## src/rtl/adder_tree_arbiter.sv

```systemverilog
// Round-robin arbiter that shares one pipelined adder tree among several requesters.
// A tag pipeline tracks each operation so its sum returns to the requester that issued it.
module adder_tree_arbiter #(
  parameter int bitwidth = 8,
  parameter int numberOfAddends = 9,
  parameter int numberOfRequesters = 4,
  parameter int treeLatency = 4,
  localparam int sumWidth = bitwidth + $clog2(numberOfAddends),
  localparam int idWidth = $clog2(numberOfRequesters),
  localparam int vectorWidth = numberOfAddends * bitwidth
) (
  input  logic                                   clock,
  input  logic                                   reset_n,
  input  logic                                   enable,
  input  logic [numberOfRequesters-1:0]          req_valid,
  output logic [numberOfRequesters-1:0]          req_ready,
  input  logic [numberOfRequesters*vectorWidth-1:0] req_values,
  output logic [vectorWidth-1:0]                 tree_values,
  output logic                                   tree_valid,
  input  logic [sumWidth-1:0]                    tree_sum,
  output logic                                   resp_valid,
  output logic [idWidth-1:0]                     resp_id,
  output logic [sumWidth-1:0]                    resp_sum,
  output logic                                   idle
);

  typedef enum logic [1:0] {
    IDLE  = 2'd0,
    RUN   = 2'd1,
    DRAIN = 2'd2
  } state_t;

  state_t state;
  state_t nextState;

  logic [idWidth-1:0]              rrPointer;
  logic [idWidth-1:0]              grantIdx;
  logic [idWidth-1:0]              grantOffset;
  logic [idWidth:0]                grantSum;
  logic                            grantFound;
  logic                            grantAllowed;
  logic                            transfer;
  logic [2*numberOfRequesters-1:0] doubledReq;
  logic [2*numberOfRequesters-1:0] shiftedReq;
  logic [numberOfRequesters-1:0]   rotatedReq;
  logic [vectorWidth-1:0]          selectedValues;

  logic [idWidth-1:0]              pendingId;
  logic [treeLatency-1:0]          tagValid;
  logic [idWidth-1:0]              tagId [treeLatency];
  logic                            anyTagValid;

  // Rotate the request vector so the pointer sits at bit 0, then take the lowest set bit.
  always_comb begin
    doubledReq  = {req_valid, req_valid};
    shiftedReq  = doubledReq >> rrPointer;
    rotatedReq  = shiftedReq[numberOfRequesters-1:0];
    grantFound  = 1'b0;
    grantOffset = '0;
    for (int i = numberOfRequesters - 1; i >= 0; i--) begin
      if (rotatedReq[i]) begin
        grantFound  = 1'b1;
        grantOffset = idWidth'(i);
      end
    end
    grantSum = {1'b0, rrPointer} + {1'b0, grantOffset};
    if (grantSum >= (idWidth+1)'(numberOfRequesters)) begin
      grantSum = grantSum - (idWidth+1)'(numberOfRequesters);
    end
    grantIdx = grantSum[idWidth-1:0];
  end

  assign grantAllowed = (state == RUN) && enable;
  assign req_ready    = (grantAllowed && grantFound) ?
                        (numberOfRequesters'(1) << grantIdx) : '0;
  assign transfer     = |req_ready;

  always_comb begin
    selectedValues = '0;
    for (int i = 0; i < numberOfRequesters; i++) begin
      if (req_ready[i]) begin
        selectedValues = req_values[i*vectorWidth +: vectorWidth];
      end
    end
  end

  assign anyTagValid = |tagValid;
  assign idle        = (state == IDLE) && !anyTagValid;

  always_comb begin
    nextState = state;
    case (state)
      IDLE: begin
        if (enable) nextState = RUN;
      end
      RUN: begin
        if (!enable) nextState = anyTagValid ? DRAIN : IDLE;
      end
      DRAIN: begin
        if (enable)            nextState = RUN;
        else if (!anyTagValid) nextState = IDLE;
      end
      default: nextState = IDLE;
    endcase
  end

  always_ff @(posedge clock or negedge reset_n) begin
    if (!reset_n) begin
      state       <= IDLE;
      rrPointer   <= '0;
      tree_values <= '0;
      tree_valid  <= 1'b0;
      pendingId   <= '0;
    end else begin
      state      <= nextState;
      tree_valid <= transfer;
      if (transfer) begin
        tree_values <= selectedValues;
        pendingId   <= grantIdx;
        rrPointer   <= (grantIdx == idWidth'(numberOfRequesters - 1)) ?
                       '0 : grantIdx + idWidth'(1);
      end
    end
  end

  // Tags shift every cycle regardless of grants, so the exit stage lines up with tree_sum.
  always_ff @(posedge clock or negedge reset_n) begin
    if (!reset_n) begin
      tagValid   <= '0;
      resp_valid <= 1'b0;
      resp_id    <= '0;
      resp_sum   <= '0;
      for (int s = 0; s < treeLatency; s++) begin
        tagId[s] <= '0;
      end
    end else begin
      tagValid[0] <= tree_valid;
      tagId[0]    <= pendingId;
      for (int s = 1; s < treeLatency; s++) begin
        tagValid[s] <= tagValid[s-1];
        tagId[s]    <= tagId[s-1];
      end
      resp_valid <= tagValid[treeLatency-1];
      if (tagValid[treeLatency-1]) begin
        resp_id  <= tagId[treeLatency-1];
        resp_sum <= tree_sum;
      end
    end
  end

endmodule

```

## config.mk

```make
export PLATFORM = sky130hd
export DESIGN_NAME = adder_tree_arbiter
export DESIGN_NICKNAME = d
export VERILOG_FILES = /design/src/rtl/adder_tree_arbiter.sv
export SDC_FILE = /design/constraint.sdc
export NUM_CORES = 1
export LEC_CHECK = 0
export BUFFER_PORTS_ARGS = -buffer_cell sky130_fd_sc_hd__buf_4
export CAP_MARGIN = 40
export CELL_PAD_IN_SITES_DETAIL_PLACEMENT = 2
export CELL_PAD_IN_SITES_GLOBAL_PLACEMENT = 2
export CORE_UTILIZATION = 23
export CTS_CLUSTER_DIAMETER = 120
export DETAILED_ROUTE_END_ITERATION = 10
export GPL_TIMING_DRIVEN = 1
export PLACE_DENSITY = 0.79
export SYNTH_ARGS = -nofsm -noshare
export SYNTH_HDL_FRONTEND = slang
export SYNTH_SLANG_ARGS = --single-unit
```

## constraint.sdc

```tcl
create_clock -name clock -period 4.4 [get_ports clock]
set_input_delay 0.22 -clock clock [delete_from_list [all_inputs] [get_ports clock]]
set_output_delay 0.22 -clock clock [all_outputs]
set_load 0.01 [all_outputs]
```

# [Yosys cells after proc, flatten, opt, wreduce, memory -nomap -nowiden]
# Cells that the tools add are included.
[totals] regBits=106 wordCells=54
[op_classes] mux=21 magnitude_cmp=1 n_addsub=3 shifts=2 eq_ne=6 reduce_logical=8
[ops] operator="$mux 72" n=4
[ops] operator="$mux 2" n=11
[ops] operator="$reduce_or 4->1" n=2
[ops] operator="$shr 8x2->4" n=1
[ops] operator="$pmux 2 s3" n=1
[ops] operator="$eq 2x2->1 const B" n=2
[ops] operator="$mux 1" n=4
[ops] operator="$mux 4" n=1
[ops] operator="$ne 2x2->1 const B" n=2
[ops] operator="$shl 1x2->4 const A" n=1
[ops] operator="$add 2x2->3" n=1
[ops] operator="$ge 3x3->1 const B" n=1
[ops] operator="$logic_and 1x1->1" n=3
[ops] operator="$ne 3x3->1 const B" n=1
[ops] operator="$reduce_and 3->1" n=1
[ops] operator="$add 2x1->2 const B" n=1
[ops] operator="$eq 2x1->1 const B" n=1
[ops] operator="$logic_not 2->1" n=1
[ops] operator="$sub 2x1->2 const B" n=1
[ops] operator="$logic_not 1->1" n=1

# [Logic depth before layout (Yosys ltp)]
[depth] depth_word=14 depth_mapped=16

# [Least setup slack after synthesis]
# OpenSTA, ideal clock, no wires.
[synth_path] kind="register to register" from="register rrPointer[0]" to="register tree_values[38]" stages_incl_launch_ff=17 setup_slack_ns=1.370 required_ns=4.279 n_path_buf=3 arrival_ns=2.909 setup_time_ns=0.121 path_cell_list="dfrtp_1 > clkbuf_1 > nand2b_1 > o22ai_1 > o21ai_0 > o221ai_1 > ha_1 > xnor2_1 > and4_1 > or2_1 > ha_1 > nor2b_1 > buf_2 > clkbuf_1 > a221oi_1 > o31ai_1 > a22o_1"
[synth_between] elab_chain_len=14 word_cells_on_any_way=21
[synth_rtl] element="start, declared" line="36" text="logic [idWidth-1:0] rrPointer;"
[synth_rtl] element="start signal, assigned" line="120" text="rrPointer <= (grantIdx == idWidth'(numberOfRequesters - 1)) ?"
[synth_rtl] element="$shr 8x2->4" line="56" text="shiftedReq = doubledReq >> rrPointer;"
[synth_rtl] element="$mux 2 (4 in a row)" line="61" text="if (rotatedReq[i]) begin"
[synth_rtl] element="$add 2x2->3" line="66" text="grantSum = {1'b0, rrPointer} + {1'b0, grantOffset};"
[synth_rtl] element="$ge 3x3->1 or $sub 2x1->2 (tied branches)" line="67, 68"
[synth_rtl] element="$mux 2" line="67" text="if (grantSum >= (idWidth+1)'(numberOfRequesters)) begin"
[synth_rtl] element="$shl 1x2->4" line="75" text="(numberOfRequesters'(1) << grantIdx) : '0;"
[synth_rtl] element="$mux 4 *" line="74" text="assign req_ready = (grantAllowed && grantFound) ?"
[synth_rtl] element="$mux 72 (4 in a row)" line="81" text="if (req_ready[i]) begin"
[synth_rtl] element="end signal, assigned" line="118" text="tree_values <= selectedValues;"
[synth_rtl] element="end, declared" line="18" text="output logic [vectorWidth-1:0] tree_values,"
# Every way passes the cells marked *; elsewhere a longest branch is shown, timed or not.
# A chain may end at the register's enable or synchronous reset.

# [Worst setup path in the final report]
[layout_path] from="register rrPointer[0]" to="register tree_values[37]"
# Same word-level chain as after synthesis.

==> results.json <==
{
  "seq_area_frac_synth": 0.442,
  "combPwrFrac": 0.692,
  "endpoint_kind": "flip-flop",
  "relSlewSlack": 0.503,
  "cts_tree": "yes",
  "synth-main-ff-cell": "dfrtp_1",
  "vias_per_cell": 5.14,
  "postCtsSetupRepairBufs": 0,
  "syn_to_final_growth_pct": 60.3,
  "clkSinkCount": 106,
  "rsz0062_at_grt": "no",
  "min_period_ps": 3820,
  "power.leakage_nw": 4.46,
  "crit_path_max_fanout": 44,
  "insertion_delay_ps": 360,
  "overflow": 0,
  "grt_pass1_vias": 7411,
  "netlist_area_um2": 6000,
  "wire_per_inst_um": 22.1,
  "yosysWarnings": 0,
  "peakVddDrop_mv": 0.765,
  "final_max_slew_viol_count": 0,
  "crit_top_cell": "buf_4",
  "pwr-share-clk": 0.098,
  "cp-start-kind": "flip-flop",
  "clkSlewWorstSetupHoldPaths_ps": 80,
  "slowest_delay_ps": 540,
  "wirelength_um": 28700,
  "path_buf_inv": 2,
  "gp_routability_congestion": 0.783,
  "seqPwrFrac": 0.210,
  "post-dp-hpwl_um": 21200,
  "synthArstFlopShare": 1.00,
  "clock_skew_ps": 17.7,
  "status": "completed",
  "switching_share": 0.465,
  "die_w_um": 164,
  "crit_chain": "nand2b_1 -> o22ai_1 -> o21ai_0 -> o221ai_1 -> ha_1 -> xnor2_1 -> and4_1 -> or2_1 -> ha_2 -> buf_4 -> nor2b_4 -> buf_4 -> a221oi_1 -> o31ai_1 -> a22o_1",
  "grt_pass1_wl_um": 42500,
  "drive_above_1_share": 0.466,
  "cts_resized": 0,
  "start_util": 0.236,
  "cts_buffer_depth": 2,
  "maxCapViolations": 0,
  "syn_inst": 604,
  "hold_class": "in -> reg",
  "cts_max_level": 3,
  "setup-tns-final_ps": 0,
  "hold_viol": 0,
  "port_buffers": 399,
  "critPathSlowestCell": "dfrtp_1",
  "num_vias": 6659,
  "finalCritPeriodShare": 0.869,
  "hold_slack_ps": 38.2,
  "ios": 400,
  "numCtsBuffers": 9,
  "ant_nets": 0,
  "grt_max_degree": 147,
  "grt_use_total": 0.209,
  "synth_cell_types": 35,
  "p_int_mw": 4.47,
  "core_um2": 25400,
  "die-area_um2": 26800,
  "setup-violations-final": 0,
  "tightestPinTransition_ps": 745,
  "cts_root_buf": "clkbuf_16",
  "avgSynthCellArea_um2": 9.94,
  "switching_power_mw": 3.89,
  "num_rows": 58,
  "synth_enable_flop_cells": 0,
  "dr.first_iter.drc_count": 216,
  "antenna_found_initial": 1,
  "drc": 0,
  "cp.required_ps": 4650,
  "fmax_mhz": 261,
  "p_per_area_nw_per_um2": 869,
  "crit_family": "compound AO/OA/AOI/OAI gates",
  "worstSetupPathType": "reg -> reg",
  "worstPathArrival_ps": 4070,
  "die_y_um": 164,
  "nets": 1272,
  "ys_ff_latch": 106,
  "syn_nets": 916,
  "firstDrtPassIters": 4
}
worst register-to-register path: stages, from the launching register on:
cell,delay [ps]
dfrtp_1,540
nand2b_1,150
o22ai_1,70
o21ai_0,160
o221ai_1,140
ha_1,220
xnor2_1,170
and4_1,250
or2_1,150
ha_2,200
buf_4,390
nor2b_4,70
buf_4,320
a221oi_1,530
o31ai_1,150
a22o_1,210
synthesized netlist by cell type, drive strengths merged, types with 4 or more instances:
cell      n  area [um2]
nor2b    76         475
a221oi   72         631
o31ai    74         556
dfrtp   106        2650
nand2    80         300
ha        5        62.6
buf      19         101
and2      4        25.0
mux2     15         173
o21ai     5        25.0
clkbuf   49         184
a22o     72         631
nor2      4        17.5
cell type report:
type                            count  area, um2
Fill cell                        2793      15800
Timing Repair Buffer              413       3170
Multi-Input combinational cell    428       3100
Sequential cell                   106       2650
Tap cell                          330        413
Clock buffer                       10        239
Clock inverter                      5       45.0
Inverter                            2       7.51
Antenna cell                        1       2.50
cells in the final DEF (no fill, tap or decap), types with 3 or more instances in the layout:
cell,instances
buf_4,407
dfrtp_1,106
nand2_1,80
nor2b_1,75
o31ai_1,74
a221oi_1,72
a22o_1,72
mux2_2,14
clkbuf_16,9
buf_12,5
o21ai_0,4
and2_1,4
nor2_1,3
routing by layer:
| metal | wire length, um | up-vias | GRT usage |
|---|---|---|---|
| li1 | - | 3032 | - |
| met1 | 11100 | 3327 | 0.235 |
| met3 | 2010 | 33 | 0.0510 |
| met4 | 592 | 0 | 0.0627 |
| met5 | 0 | - | 0 |
| met2 | 15000 | 267 | 0.384 |
worst paths after layout:
kind	cells after the start	start	to	slack, ps
worst min-delay path	2	enable	state[1]	40
min in group asynchronous	2	reset_n	tree_values[37]	370
max in group asynchronous	3	reset_n	tree_values[44]	3120
worst max-delay path	15	rrPointer[0]	tree_values[37]	580
worst max register to register	15	rrPointer[0]	tree_values[37]	580
worst min register to register	0	tagId[6]	tagId[4]	350
what timing repair did:
item                                   CTS  global route
endpoints found under the hold margin   30             0
hold buffers                             1             0
setup endpoints to repair                0             0
kinds of logic (layout without fill, tap and decap cells):
kind of cell,after synthesis,in the layout,share of synthesized area
AOI/OAI and AO/OA,230,230,0.317
adders and majority gates,5,5,0.0104
buffers and inverters,70,430,0.0488
and+or+nand+nor,175,175,0.149
other,0,1,0
xor gates and xnor gates,2,2,0.00292
muxes,16,16,0.0304
DFF,106,106,0.442
stage by stage:
step / instance area [um2] / power, mW / util / setup WS (ps) / instances
after floorplan: 6000 / 5.45 / - / 1370 / 604
after global placement: 9310 / 7.46 / 0.367 / 651 / 1277
after detailed placement: 9330 / 7.68 / 0.367 / 583 / 1278
after CTS: 9630 / 8.52 / 0.379 / 546 / 1294
after global routing: 9630 / 9.02 / 0.379 / 333 / 1294
final: 9630 / 8.37 / 0.379 / 576 / 1295
power groups by stage:
stage                     Sequential, mW  Combinational, mW  Clock [mW]
after global placement              1.75               5.71           0
after global routing                1.82               6.32       0.881
after CTS                           1.77               5.91       0.844
final                               1.76               5.79       0.817
after floorplan                     1.87               3.59           0
after detailed placement            1.78               5.90           0
flip-flops by register name, summed over array words and instances (netlist names):
register,cells
tree_values,72
tagValid,4
resp_sum,12
pendingId,2
rrPointer,2
state,2
resp_id,2
tagId,8
tree_valid,1
resp_valid,1
Power figures use the tool's default switching activity.
